**src/rtl/i4001_pkg.sv**
```systemverilog
// i4001_pkg -- shared types and constants for the i4001_bank ROM/port emulator.
//   phase_e     : MCS-4 instruction-cycle phase (IDLE before the first sync)
//   OPA_WRR/RDR : I/O opcodes decoded after an SRC has selected a chip
//   chip_offset : chip number relative to the bank's base chip (mod 16)
package i4001_pkg;

  typedef enum logic [3:0] {
    IDLE, A1, A2, A3, M1, M2, X1, X2, X3
  } phase_e;

  localparam logic [3:0] OPA_WRR = 4'b0010;
  localparam logic [3:0] OPA_RDR = 4'b1010;

  function automatic logic [3:0] chip_offset(input logic [3:0] num, input logic [3:0] base);
    return num - base;
  endfunction

endpackage

```
**src/rtl/i4001_bank_if.sv**
```systemverilog
// i4001_bank_if -- MCS-4 bus as seen by a 4001 bank.
//   clk1, clk2 : two-phase bus clocks (sampled on sysclk)
//   sync       : instruction-cycle marker
//   cmrom      : ROM command line
//   data_in    : 4-bit bus value driven by the CPU side
//   data_out   : 4-bit value driven by the bank
//   data_oe    : bank bus drive enable
// master = CPU / bus side, slave = the bank.
interface i4001_bank_if;
  logic       clk1;
  logic       clk2;
  logic       sync;
  logic       cmrom;
  logic [3:0] data_in;
  logic [3:0] data_out;
  logic       data_oe;

  modport master (output clk1, clk2, sync, cmrom, data_in, input data_out, data_oe);
  modport slave  (input clk1, clk2, sync, cmrom, data_in, output data_out, data_oe);
endinterface

```
**src/rtl/i4001_phase_seq.sv**
```systemverilog
// i4001_phase_seq -- clk2 falling-edge detector and instruction-phase FSM.
//   sysclk, poc_n : system clock, async active-low reset
//   clk2, sync    : bus inputs (sampled on sysclk)
//   phase         : current phase (IDLE until the first sync)
//   c2_fall       : high for the sysclk in which a clk2 fall is seen;
//                   the phase advances on the sysclk edge closing that cycle
module i4001_phase_seq
  import i4001_pkg::*;
(
  input  logic   sysclk,
  input  logic   poc_n,
  input  logic   clk2,
  input  logic   sync,
  output phase_e phase,
  output logic   c2_fall
);

  phase_e phase_q, phase_d;
  logic   clk2_q, clk2_d;

  always_ff @(posedge sysclk or negedge poc_n) begin
    if (!poc_n) begin
      phase_q <= IDLE;
      clk2_q  <= 1'b0;
    end else begin
      phase_q <= phase_d;
      clk2_q  <= clk2_d;
    end
  end

  always_comb begin
    clk2_d  = clk2;
    phase_d = phase_q;
    if (c2_fall) begin
      if (sync) begin
        phase_d = A1;
      end else begin
        case (phase_q)
          A1:      phase_d = A2;
          A2:      phase_d = A3;
          A3:      phase_d = M1;
          M1:      phase_d = M2;
          M2:      phase_d = X1;
          X1:      phase_d = X2;
          X2:      phase_d = X3;
          X3:      phase_d = A1;
          default: phase_d = IDLE;
        endcase
      end
    end
  end

  always_comb begin
    c2_fall = clk2_q & ~clk2;
    phase   = phase_q;
  end

endmodule

```
**src/rtl/i4001_bank.sv**
```systemverilog
// i4001_bank -- bank of NUM_CHIPS emulated 4001 ROM + I/O port chips.
//   sysclk, poc_n : system clock, async active-low reset
//   bus           : MCS-4 bus (slave side)
//   rom_addr      : {chip number, 8-bit address} to shared block RAM
//   rom_data      : block RAM data, one sysclk after rom_addr
//   io_in/io_out  : port pins, 4 per chip; io_oe mirrors IO_OUTPUT
//   clear         : synchronous clear of all output latches
//   io_wr_strobe  : one-sysclk pulse per chip on each port write
// Optional: define I4001_BANK_IO_SYNC_EN to pass io_in through a 2-flop
// synchronizer before it is read back by RDR.
module i4001_bank
  import i4001_pkg::*;
#(
  parameter int unsigned              NUM_CHIPS = 2,
  parameter logic [3:0]               BASE_CHIP = 4'd0,
  parameter logic [4*NUM_CHIPS-1:0]   IO_OUTPUT = '0,
  parameter logic [4*NUM_CHIPS-1:0]   IO_INVERT = '0
) (
  input  logic                   sysclk,
  input  logic                   poc_n,
  i4001_bank_if.slave            bus,
  output logic [11:0]            rom_addr,
  input  logic [7:0]             rom_data,
  input  logic [4*NUM_CHIPS-1:0] io_in,
  output logic [4*NUM_CHIPS-1:0] io_out,
  output logic [4*NUM_CHIPS-1:0] io_oe,
  input  logic                   clear,
  output logic [NUM_CHIPS-1:0]   io_wr_strobe
);

  localparam int unsigned W = 4 * NUM_CHIPS;

  phase_e phase;
  logic   c2_fall;

  i4001_phase_seq u_seq (
    .sysclk  (sysclk),
    .poc_n   (poc_n),
    .clk2    (bus.clk2),
    .sync    (bus.sync),
    .phase   (phase),
    .c2_fall (c2_fall)
  );

  // clk1 carries no information needed once clk2 edges are tracked.
  logic unused_clk1;
  always_comb unused_clk1 = bus.clk1;

  logic [7:0]           addr_q, addr_d;
  logic [11:0]          rom_addr_q, rom_addr_d;
  logic                 romsel_q, romsel_d;
  logic                 srcsel_q, srcsel_d;
  logic [3:0]           srcidx_q, srcidx_d;
  logic                 wrr_pend_q, wrr_pend_d;
  logic                 rdr_pend_q, rdr_pend_d;
  logic [W-1:0]         latch_q, latch_d;
  logic [NUM_CHIPS-1:0] strobe_q, strobe_d;

  logic [3:0]   chip_off;
  logic         chip_hit;
  logic [W-1:0] pins;
  logic [W-1:0] port_word;
  logic [3:0]   rd_nib;

`ifdef I4001_BANK_IO_SYNC_EN
  logic [W-1:0] io_s1_q, io_s2_q;

  always_ff @(posedge sysclk or negedge poc_n) begin
    if (!poc_n) begin
      io_s1_q <= '0;
      io_s2_q <= '0;
    end else begin
      io_s1_q <= io_in;
      io_s2_q <= io_s1_q;
    end
  end

  always_comb pins = io_s2_q;
`else
  always_comb pins = io_in;
`endif

  // Offset wraps mod 16, so numbers below BASE_CHIP land high and miss.
  always_comb begin
    chip_off = chip_offset(bus.data_in, BASE_CHIP);
    chip_hit = ({1'b0, chip_off} < 5'(NUM_CHIPS));
  end

  always_comb begin
    port_word = (latch_q & IO_OUTPUT) | ((pins ^ IO_INVERT) & ~IO_OUTPUT);
    rd_nib    = '0;
    for (int unsigned c = 0; c < NUM_CHIPS; c++) begin
      if (srcidx_q == 4'(c)) rd_nib = port_word[4*c +: 4];
    end
  end

  always_comb begin
    addr_d     = addr_q;
    rom_addr_d = rom_addr_q;
    romsel_d   = romsel_q;
    srcsel_d   = srcsel_q;
    srcidx_d   = srcidx_q;
    wrr_pend_d = wrr_pend_q;
    rdr_pend_d = rdr_pend_q;
    latch_d    = latch_q;
    strobe_d   = '0;
    // Every action fires on the clk2 fall that closes the current phase.
    if (c2_fall) begin
      case (phase)
        A1: begin
          addr_d[3:0] = bus.data_in;
          wrr_pend_d  = 1'b0;
          rdr_pend_d  = 1'b0;
        end
        A2: addr_d[7:4] = bus.data_in;
        A3: begin
          romsel_d   = bus.cmrom & chip_hit;
          rom_addr_d = {bus.data_in, addr_q};
        end
        M2: begin
          if (srcsel_q && bus.cmrom) begin
            wrr_pend_d = (bus.data_in == OPA_WRR);
            rdr_pend_d = (bus.data_in == OPA_RDR);
          end
        end
        X2: begin
          // Write uses the chip selected before any SRC on this same edge.
          if (wrr_pend_q) begin
            for (int unsigned c = 0; c < NUM_CHIPS; c++) begin
              if (srcidx_q == 4'(c)) begin
                latch_d[4*c +: 4] = bus.data_in;
                strobe_d[c]       = 1'b1;
              end
            end
          end
          if (bus.cmrom) begin
            srcsel_d = chip_hit;
            srcidx_d = chip_off;
          end
        end
        default: ;
      endcase
    end
    if (clear) begin
      latch_d  = '0;
      strobe_d = '0;
    end
  end

  always_ff @(posedge sysclk or negedge poc_n) begin
    if (!poc_n) begin
      addr_q     <= '0;
      rom_addr_q <= '0;
      romsel_q   <= 1'b0;
      srcsel_q   <= 1'b0;
      srcidx_q   <= '0;
      wrr_pend_q <= 1'b0;
      rdr_pend_q <= 1'b0;
      latch_q    <= '0;
      strobe_q   <= '0;
    end else begin
      addr_q     <= addr_d;
      rom_addr_q <= rom_addr_d;
      romsel_q   <= romsel_d;
      srcsel_q   <= srcsel_d;
      srcidx_q   <= srcidx_d;
      wrr_pend_q <= wrr_pend_d;
      rdr_pend_q <= rdr_pend_d;
      latch_q    <= latch_d;
      strobe_q   <= strobe_d;
    end
  end

  // Drive follows the phase register, so reset (phase -> IDLE) drops it at once.
  always_comb begin
    bus.data_out = '0;
    bus.data_oe  = 1'b0;
    case (phase)
      M1: begin
        bus.data_out = rom_data[7:4];
        bus.data_oe  = romsel_q;
      end
      M2: begin
        bus.data_out = rom_data[3:0];
        bus.data_oe  = romsel_q;
      end
      X1: begin
        if (rdr_pend_q) begin
          bus.data_out = rd_nib;
          bus.data_oe  = 1'b1;
        end
      end
      default: ;
    endcase
  end

  always_comb begin
    rom_addr     = rom_addr_q;
    io_out       = (latch_q ^ IO_INVERT) & IO_OUTPUT;
    io_oe        = IO_OUTPUT;
    io_wr_strobe = strobe_q;
  end

endmodule
```
**src/flat_wrapper.sv**
```systemverilog
// flat-port wrapper written by rule: the top's interface ports become plain ports
module i4001_bank_flat import i4001_pkg::*;
#(
  parameter int unsigned              NUM_CHIPS = 2,
  parameter logic [3:0]               BASE_CHIP = 4'd0,
  parameter logic [4*NUM_CHIPS-1:0]   IO_OUTPUT = '0,
  parameter logic [4*NUM_CHIPS-1:0]   IO_INVERT = '0
)
  (sysclk, poc_n, rom_addr, rom_data, io_in, io_out, io_oe, clear, io_wr_strobe, bus_clk1, bus_clk2, bus_sync, bus_cmrom, bus_data_in, bus_data_out, bus_data_oe);
  i4001_bank_if bus_i ();
  input  logic sysclk;
  input  logic poc_n;
  output logic [11:0] rom_addr;
  input  logic [7:0] rom_data;
  input  logic [4*NUM_CHIPS-1:0] io_in;
  output logic [4*NUM_CHIPS-1:0] io_out;
  output logic [4*NUM_CHIPS-1:0] io_oe;
  input  logic clear;
  output logic [NUM_CHIPS-1:0] io_wr_strobe;
  input wire logic [$bits(bus_i.clk1)-1:0] bus_clk1;
  input wire logic [$bits(bus_i.clk2)-1:0] bus_clk2;
  input wire logic [$bits(bus_i.sync)-1:0] bus_sync;
  input wire logic [$bits(bus_i.cmrom)-1:0] bus_cmrom;
  input wire logic [$bits(bus_i.data_in)-1:0] bus_data_in;
  output wire logic [$bits(bus_i.data_out)-1:0] bus_data_out;
  output wire logic [$bits(bus_i.data_oe)-1:0] bus_data_oe;
  assign bus_i.clk1 = bus_clk1;
  assign bus_i.clk2 = bus_clk2;
  assign bus_i.sync = bus_sync;
  assign bus_i.cmrom = bus_cmrom;
  assign bus_i.data_in = bus_data_in;
  assign bus_data_out = bus_i.data_out;
  assign bus_data_oe = bus_i.data_oe;
  i4001_bank #(.NUM_CHIPS(NUM_CHIPS), .BASE_CHIP(BASE_CHIP), .IO_OUTPUT(IO_OUTPUT), .IO_INVERT(IO_INVERT)) u_core (.sysclk(sysclk), .poc_n(poc_n), .bus(bus_i), .rom_addr(rom_addr), .rom_data(rom_data), .io_in(io_in), .io_out(io_out), .io_oe(io_oe), .clear(clear), .io_wr_strobe(io_wr_strobe));
endmodule
```
**config.mk**
```make
export PLATFORM = sky130hd
export DESIGN_NAME = i4001_bank_flat
export DESIGN_NICKNAME = d
export VERILOG_FILES = /design/src/rtl/i4001_pkg.sv /design/src/rtl/i4001_bank_if.sv /design/src/rtl/i4001_phase_seq.sv /design/src/rtl/i4001_bank.sv /design/src/flat_wrapper.sv
export SDC_FILE = /design/constraint.sdc
export NUM_CORES = 1
export LEC_CHECK = 0
export CAP_MARGIN = 20
export CELL_PAD_IN_SITES_DETAIL_PLACEMENT = 1
export CELL_PAD_IN_SITES_GLOBAL_PLACEMENT = 2
export CORE_ASPECT_RATIO = 0.8
export CORE_UTILIZATION = 30
export CTS_BUF_LIST = sky130_fd_sc_hd__clkbuf_8
export CTS_CLUSTER_DIAMETER = 40
export CTS_CLUSTER_SIZE = 28
export DETAILED_ROUTE_END_ITERATION = 10
export PLACE_DENSITY = 0.86
export RECOVER_POWER = 50
export SYNTH_ARGS = -nofsm -noshare
export SYNTH_HDL_FRONTEND = slang
export SYNTH_HIERARCHICAL = 1
export SYNTH_SLANG_ARGS = --single-unit
```
**constraint.sdc**
```tcl
create_clock -name sysclk -period 2.2 [get_ports sysclk]
set_clock_uncertainty 0.1 [all_clocks]
set_input_delay 0.44 -clock sysclk [delete_from_list [all_inputs] [get_ports sysclk]]
set_output_delay 0.44 -clock sysclk [all_outputs]
set_load 0.02 [all_outputs]
```
=== Word level (Yosys, flattened, before mapping) ===
Memories as Yosys holds them, arrays and structs flattened.
Index checks and enable logic that the tools add are counted.

* Bits in registers: 35
* Bits in read-only memories: 64
* Bits of input ports: 27
* Output and inout port bits: 35
* Word-level logic and storage cells: 53
* Memories: 1

* Order comparisons: 1
* Eq/ne operators: 11
* Mux-type cells: 17
* Bitwise operators: 3
* Reductions and logical operators: 9

{| class="wikitable"
|+ Memory list
! memory !! words !! bits a word !! read ports !! clocked after Yosys merged registers in !! write ports !! RTL line !! text
|-
| (name not given) || 16 || 4 || 1 || 0 || 0 || i4001_phase_seq.sv:38 || <nowiki>case (phase_q)</nowiki>
|}

{| class="wikitable"
|+ Operator list
! kind !! number
|-
| 4-bit by 3-bit equality test with 1-bit output, second input constant || 4
|-
| 4-bit two-way mux || 4
|-
| 4-bit by 2-bit equality test with 1-bit output, second input constant || 3
|-
| 4-bit case mux with 3 select lines || 1
|-
| 4-bit by 1-bit equality test with 1-bit output, second input constant || 2
|-
| 2-bit two-way mux || 4
|-
| 1-bit case mux with 2 select lines || 3
|-
| 2-bit AND reduction || 3
|-
| 3-bit AND reduction || 2
|-
| 1-bit two-way mux || 5
|-
| 4-bit equality test, second input constant || 1
|-
| 4-bit logical NOT || 1
|-
| 4-bit by 2-bit < comparator with 1-bit output, second input constant || 1
|-
| 1-bit bitwise AND || 2
|-
| 2-bit by 1-bit != test with 1-bit output, second input constant || 1
|-
| 2-bit nonzero test || 1
|-
| 2-bit OR reduction || 1
|-
| 1-bit logical AND || 1
|-
| 1-bit inverter || 1
|}

=== Longest topological paths before layout ===
* Depth in word-level cells: 6
* Gate-level depth with buffers: 7
* Gate-level depth less buffers: 5

=== Modules after synthesis ===
The synthesis kept the hierarchy.

{| class="wikitable"
|+ Modules (own cells, without submodules)
! module !! instances !! cells an instance !! area each (um^2) !! sequential area each (um^2)
|-
| i4001_bank || 1 || 120 || 1,585.3 || 750.7
|-
| i4001_phase_seq || 1 || 28 || 280.3 || 125.1
|}

=== Worst setup path before layout ===
Ideal clock, no wire load.

* Path kind: reg2out
* Start: register u_core.u_seq.phase_q[3] (netlist: u_core/u_seq/phase[3])
* End: output port bus_data_out[0]
* Data arrival time: 1.323 ns
* Data required time: 1.660 ns
* Path slack: 0.337 ns
* Cell stages (with the launch flop): 3
* Cells stage by stage: dfrtp_1 nand2b_1 o32ai_1

* Cells in the longest elaborated chain, start to end: 2

{| class="wikitable"
|+ Ends and longest elaborated chain
! item !! RTL line !! text
|-
| start, declared || i4001_phase_seq.sv:18 || <nowiki>phase_e phase_q, phase_d;</nowiki>
|-
| start signal, assigned || i4001_phase_seq.sv:26 || <nowiki>phase_q <= phase_d;</nowiki>
|-
| 4-bit by 3-bit equality test with 1-bit output || i4001_bank.sv:178 || <nowiki>case (phase)</nowiki>
|-
| 4-bit case mux with 3 select lines * || i4001_bank.sv:178 ||
|-
| end, declared || flat_wrapper.sv:25 || <nowiki>output wire logic [$bits(bus_i.data_out)-1:0] bus_data_out;</nowiki>
|}

Every way passes the cells marked *; elsewhere a longest branch is shown, timed or not.

=== Worst setup path after layout ===
* Start: register u_core.srcidx_q[2]
* End: output port bus_data_out[2]

* Cells in the longest elaborated chain, start to end: 5

{| class="wikitable"
|+ Ends and longest elaborated chain
! item !! RTL line !! text
|-
| start, declared || i4001_bank.sv:53 || <nowiki>logic [3:0] srcidx_q, srcidx_d;</nowiki>
|-
| start signal, assigned || i4001_bank.sv:166 || <nowiki>srcidx_q <= srcidx_d;</nowiki>
|-
| 4-bit logical NOT || i4001_bank.sv:93 || <nowiki>if (srcidx_q == 4'(c)) rd_nib = port_word[4*c +: 4];</nowiki>
|-
| 4-bit two-way mux || i4001_bank.sv:93 ||
|-
| 4-bit two-way mux * || i4001_bank.sv:93 ||
|-
| 4-bit two-way mux * || i4001_bank.sv:188 || <nowiki>if (rdr_pend_q) begin</nowiki>
|-
| 4-bit case mux with 3 select lines * || i4001_bank.sv:178 ||
|}

Marks and branches as above.

==> results by stage <==
Outcome:
- The flow ran to the end, and the final reports show no timing, DRC or antenna violations.

Routing:
- The number of optimization iterations in the first detailed-route pass is 4.
- The per-cell routed wire length is between 10 and 15 um.
- The number of violations reported at the end of detailed-routing iteration 0 is 60.
- In this run the remaining antenna-violating nets after routing total 0.
- The via count is approximately 1,300.
- After detailed routing, the number of remaining DRC violations is 0.
- Dividing the detail-routed via count by the number of cells gives approximately 4.6.
- The aggregate routed wire length is between 4000 and 5000 um.

Floorplanning:
- The floorplan step defined a core boundary enclosing between 5000 and 6000 um2.
- The top-level I/O count is 62.
- The die outline width is approximately 90 um.
- The die footprint is around 6500 um2.
- The starting utilization of the core area is a little under a third.
- The floorplan row count is 25.
- The height of the chip is 72.5 um.

Pwr:
- The leakage power total is ~1.2 nW.
- The design draws 2.62 mW.
- The power per standard cell area is between 1000 and 1500 nW/um2.
- The maximum vdd ir drop is 0.000289 V.

Place:
- The final weighted congestion in routability-driven placement is 0.821.
- The port buffer count is between 40 and 50.
- Once detailed placement completed, the half-perimeter wirelength came to about 3000 um.
- The number of placed instances, taps included is 280.

STA:
- The slew of the pin with the lowest slew margin is 881 ps.
- Setup violations remaining at the end of the flow were counted as 0.
- The time the worst path needs with I/O delays and setup is around 2200 ps.
- The number of pins with negative max-slew slack in the final report is 0.
- The worst slew slack as a fraction of its limit is 41.3%.
- Adding up every negative setup slack in the final design gives 0 ps.
- The final count of hold timing violations is 0.
- Static timing analysis puts the maximum clock frequency at 461 MHz.
- Setup repair after global routing could not meet its margin everywhere.
- The tightest hold path in the finished design has a slack of 406 ps.
- The share of the clock period used by the worst path is ~99%.

Final layout:
- Measured on the finished design, the core utilization comes to a little over two fifths.
- The number of standard cells in the final layout excluding fillers is 289.
- Relative to the synthesized area, the layout overhead comes to 32.7%.
- Registers take around 880 um2.
- The final layout contains 238 nets.
- In the final layout, the share of cells above drive strength 1 is 26.4%.
- The diode insertion count for antenna repair is 0.
- Summing all multi-input logic gate instances after layout gives 857 um2.
- The number of fill cells is about 650.

Worst setup path:
- The endpoint required time on the critical path is between 1500 and 2000 ps.
- The worst endpoint data arrival time is approximately 1600 ps.
- The category of the worst setup path capture point is an output pin.
- The maximum fanout along the worst path is 4.
- STA classifies the critical path startpoint as a register.
- The critical path class is register to output pin.

Logic synthesis:
- After synthesis, the cell types taking the most area are sky130_fd_sc_hd__dfrtp_1 47%, sky130_fd_sc_hd__mux2_4 11%, sky130_fd_sc_hd__mux2_2 7.8%.
- The instance count of the mapped netlist is approximately 150.
- The average instance in the mapped netlist occupies approximately 13 um2.
- The synthesized design spends more area on one cell type than any other, namely sky130_fd_sc_hd__dfrtp_1.
- The Yosys step of the flow raised 6 warnings.
- In this run, synthesis produced a sequential element count of 35.
- The number of different library cells in the post-synthesis netlist is 34.
- In this run the cell area of the synthesized design comes to between 1500 and 2000 um2.
- The top-area cell type share of the netlist area is 46.9%.
- Sequential elements use between 40% and 50% of the synthesized area.

CTS:
- In this run the clock root is driven by a sky130_fd_sc_hd__clkbuf_8.
- TritonCTS built the clock tree.
- The number of clock buffers inserted by TritonCTS is 5.
- The maximum number of buffers from clock root to sink is 2.
- The sink count of the clock tree is 35.
- The H-tree generated during clock tree synthesis spans 2 levels.
- The clock-pin slew on the worst setup and hold paths is roughly 70 ps.
- The clock latency reported for the late side of the worst-skew pair is between 200 and 300 ps.
- The cts-stage hold buffer count is 0.

GRT:
- The remaining global-route overflow is 0.
- The via count of the first global-routing pass was around 1,400.
- The total track usage is 13.7%.
- The initial antenna violation count was 0.
- The first global-routing pass estimated 6910 um of wire.
- The largest net degree at the start of global routing is 36.

Worst hold path:
- The min-delay analysis places its worst path in the category register to register.

Flow run:
- Max-cap violations in this run came to 0.
-- worst max-delay path, cell delays in order, from the launching register on --
cell                      delay, ps
sky130_fd_sc_hd__dfrtp_1        410
sky130_fd_sc_hd__nor3_4         230
sky130_fd_sc_hd__nand4_1        230
sky130_fd_sc_hd__buf_4          210
sky130_fd_sc_hd__o32ai_2         80
sky130_fd_sc_hd__buf_4          180
-- registers in the layout, indices dropped and copies added, names as in the netlist --
name                 count
u_core/rom_addr         12
u_core/addr_q            8
u_core/srcidx_q          4
u_core/u_seq/phase       4
u_core/io_wr_strobe      2
u_core/rdr_pend_q        1
u_core/romsel_q          1
u_core/srcsel_q          1
u_core/u_seq/clk2_q      1
u_core/wrr_pend_q        1
-- through the flow --
stage                     setup slack (ps)  cell area, um2
after floorplan                        337            1920
after detailed placement              -235            2400
after global placement                -175            2400
after CTS                            -6.02            2490
final                                 32.7            2470
after global routing                 -70.0            2470
-- Yosys cell counts, drive strengths merged --
cell type and count:
dfrtp 35, mux2 27, buf 22, mux2i 9, inv 6, nand2 5, nor2 5, o32ai 5
ha 4, nor2b 4, nand4 3, a21oi 2, and3 2, nand2b 2, nand3 2, nand4bb 2
nor3 2, o21ai 2, a2bb2oi 1, a31oi 1, a32oi 1, and4b 1, conb 1, nand3b 1
nor3b 1, nor4 1, nor4b 1
-- power breakdown --
part	internal, mW	switching, mW
Sequential	0.877	0.163
Combinational	0.631	0.521
Clock	0.212	0.214
-- placed cells by master (no fill, tap or decap), types with 4 or more instances in the layout --
master	netlist	routed
sky130_fd_sc_hd__buf_4	16	13
sky130_fd_sc_hd__clkbuf_8	0	5
sky130_fd_sc_hd__clkdlybuf4s50_1	0	36
sky130_fd_sc_hd__conb_1	1	16
sky130_fd_sc_hd__dfrtp_1	35	35
sky130_fd_sc_hd__ha_1	4	4
sky130_fd_sc_hd__inv_1	5	8
sky130_fd_sc_hd__mux2_2	13	13
sky130_fd_sc_hd__mux2_4	14	14
sky130_fd_sc_hd__mux2i_1	9	9
sky130_fd_sc_hd__nand2_1	5	5
sky130_fd_sc_hd__nor2_1	5	5
sky130_fd_sc_hd__nor2b_1	4	4
sky130_fd_sc_hd__o32ai_1	5	4
-- path summary, 6_finish.rpt --
kind,end,cells after the start,slack [ps],from
worst max register to register,u_core/srcsel_q,4,440,u_core/u_seq/phase[0]
min in group asynchronous,u_core/io_wr_strobe[1],2,700,poc_n
worst max-delay path,bus_data_out[2],5,30,u_core/srcidx_q[2]
worst min register to register,u_core/rom_addr[1],1,410,u_core/addr_q[1]
worst min-delay path,u_core/rom_addr[1],1,410,u_core/addr_q[1]
max in group asynchronous,u_core/romsel_q,2,740,poc_n
-- what timing repair did --
action,4_1_cts,5_1_grt
gates cloned,0,0
gates resized for setup,24,3
pin swaps,2,1
setup buffers,1,0
setup endpoints to repair,5,5
-- logic make-up after synthesis --
logic type,after synthesis,share of synthesized area [%]
compound gates,12,4.70
fa+ha+maj,4,2.68
buf+inv,28,10.7
flops,35,46.9
mux,36,23.9
other cells,1,0.201
simple gates,32,10.8
-- per-layer routing --
metal	wire length [um]	share of wire (%)	track usage, %
met4	52	1.3	4.84
met3	237	5.8	3.46
met5	0	0	0
met2	1900	47	22.7
met1	1890	46	17.4
-- layout make-up --
| class | instances | area share [%] |
|---|---|---|
| clock buffers | 5 | 2.78 |
| clock inverters | 3 | 0.506 |
| inverters | 6 | 0.910 |
| multi-input cells | 100 | 34.6 |
| flip-flops and latches | 35 | 35.4 |
| well taps | 81 | 4.10 |
| repair buffers | 59 | 21.7 |
Power figures use the tool's default switching activity.
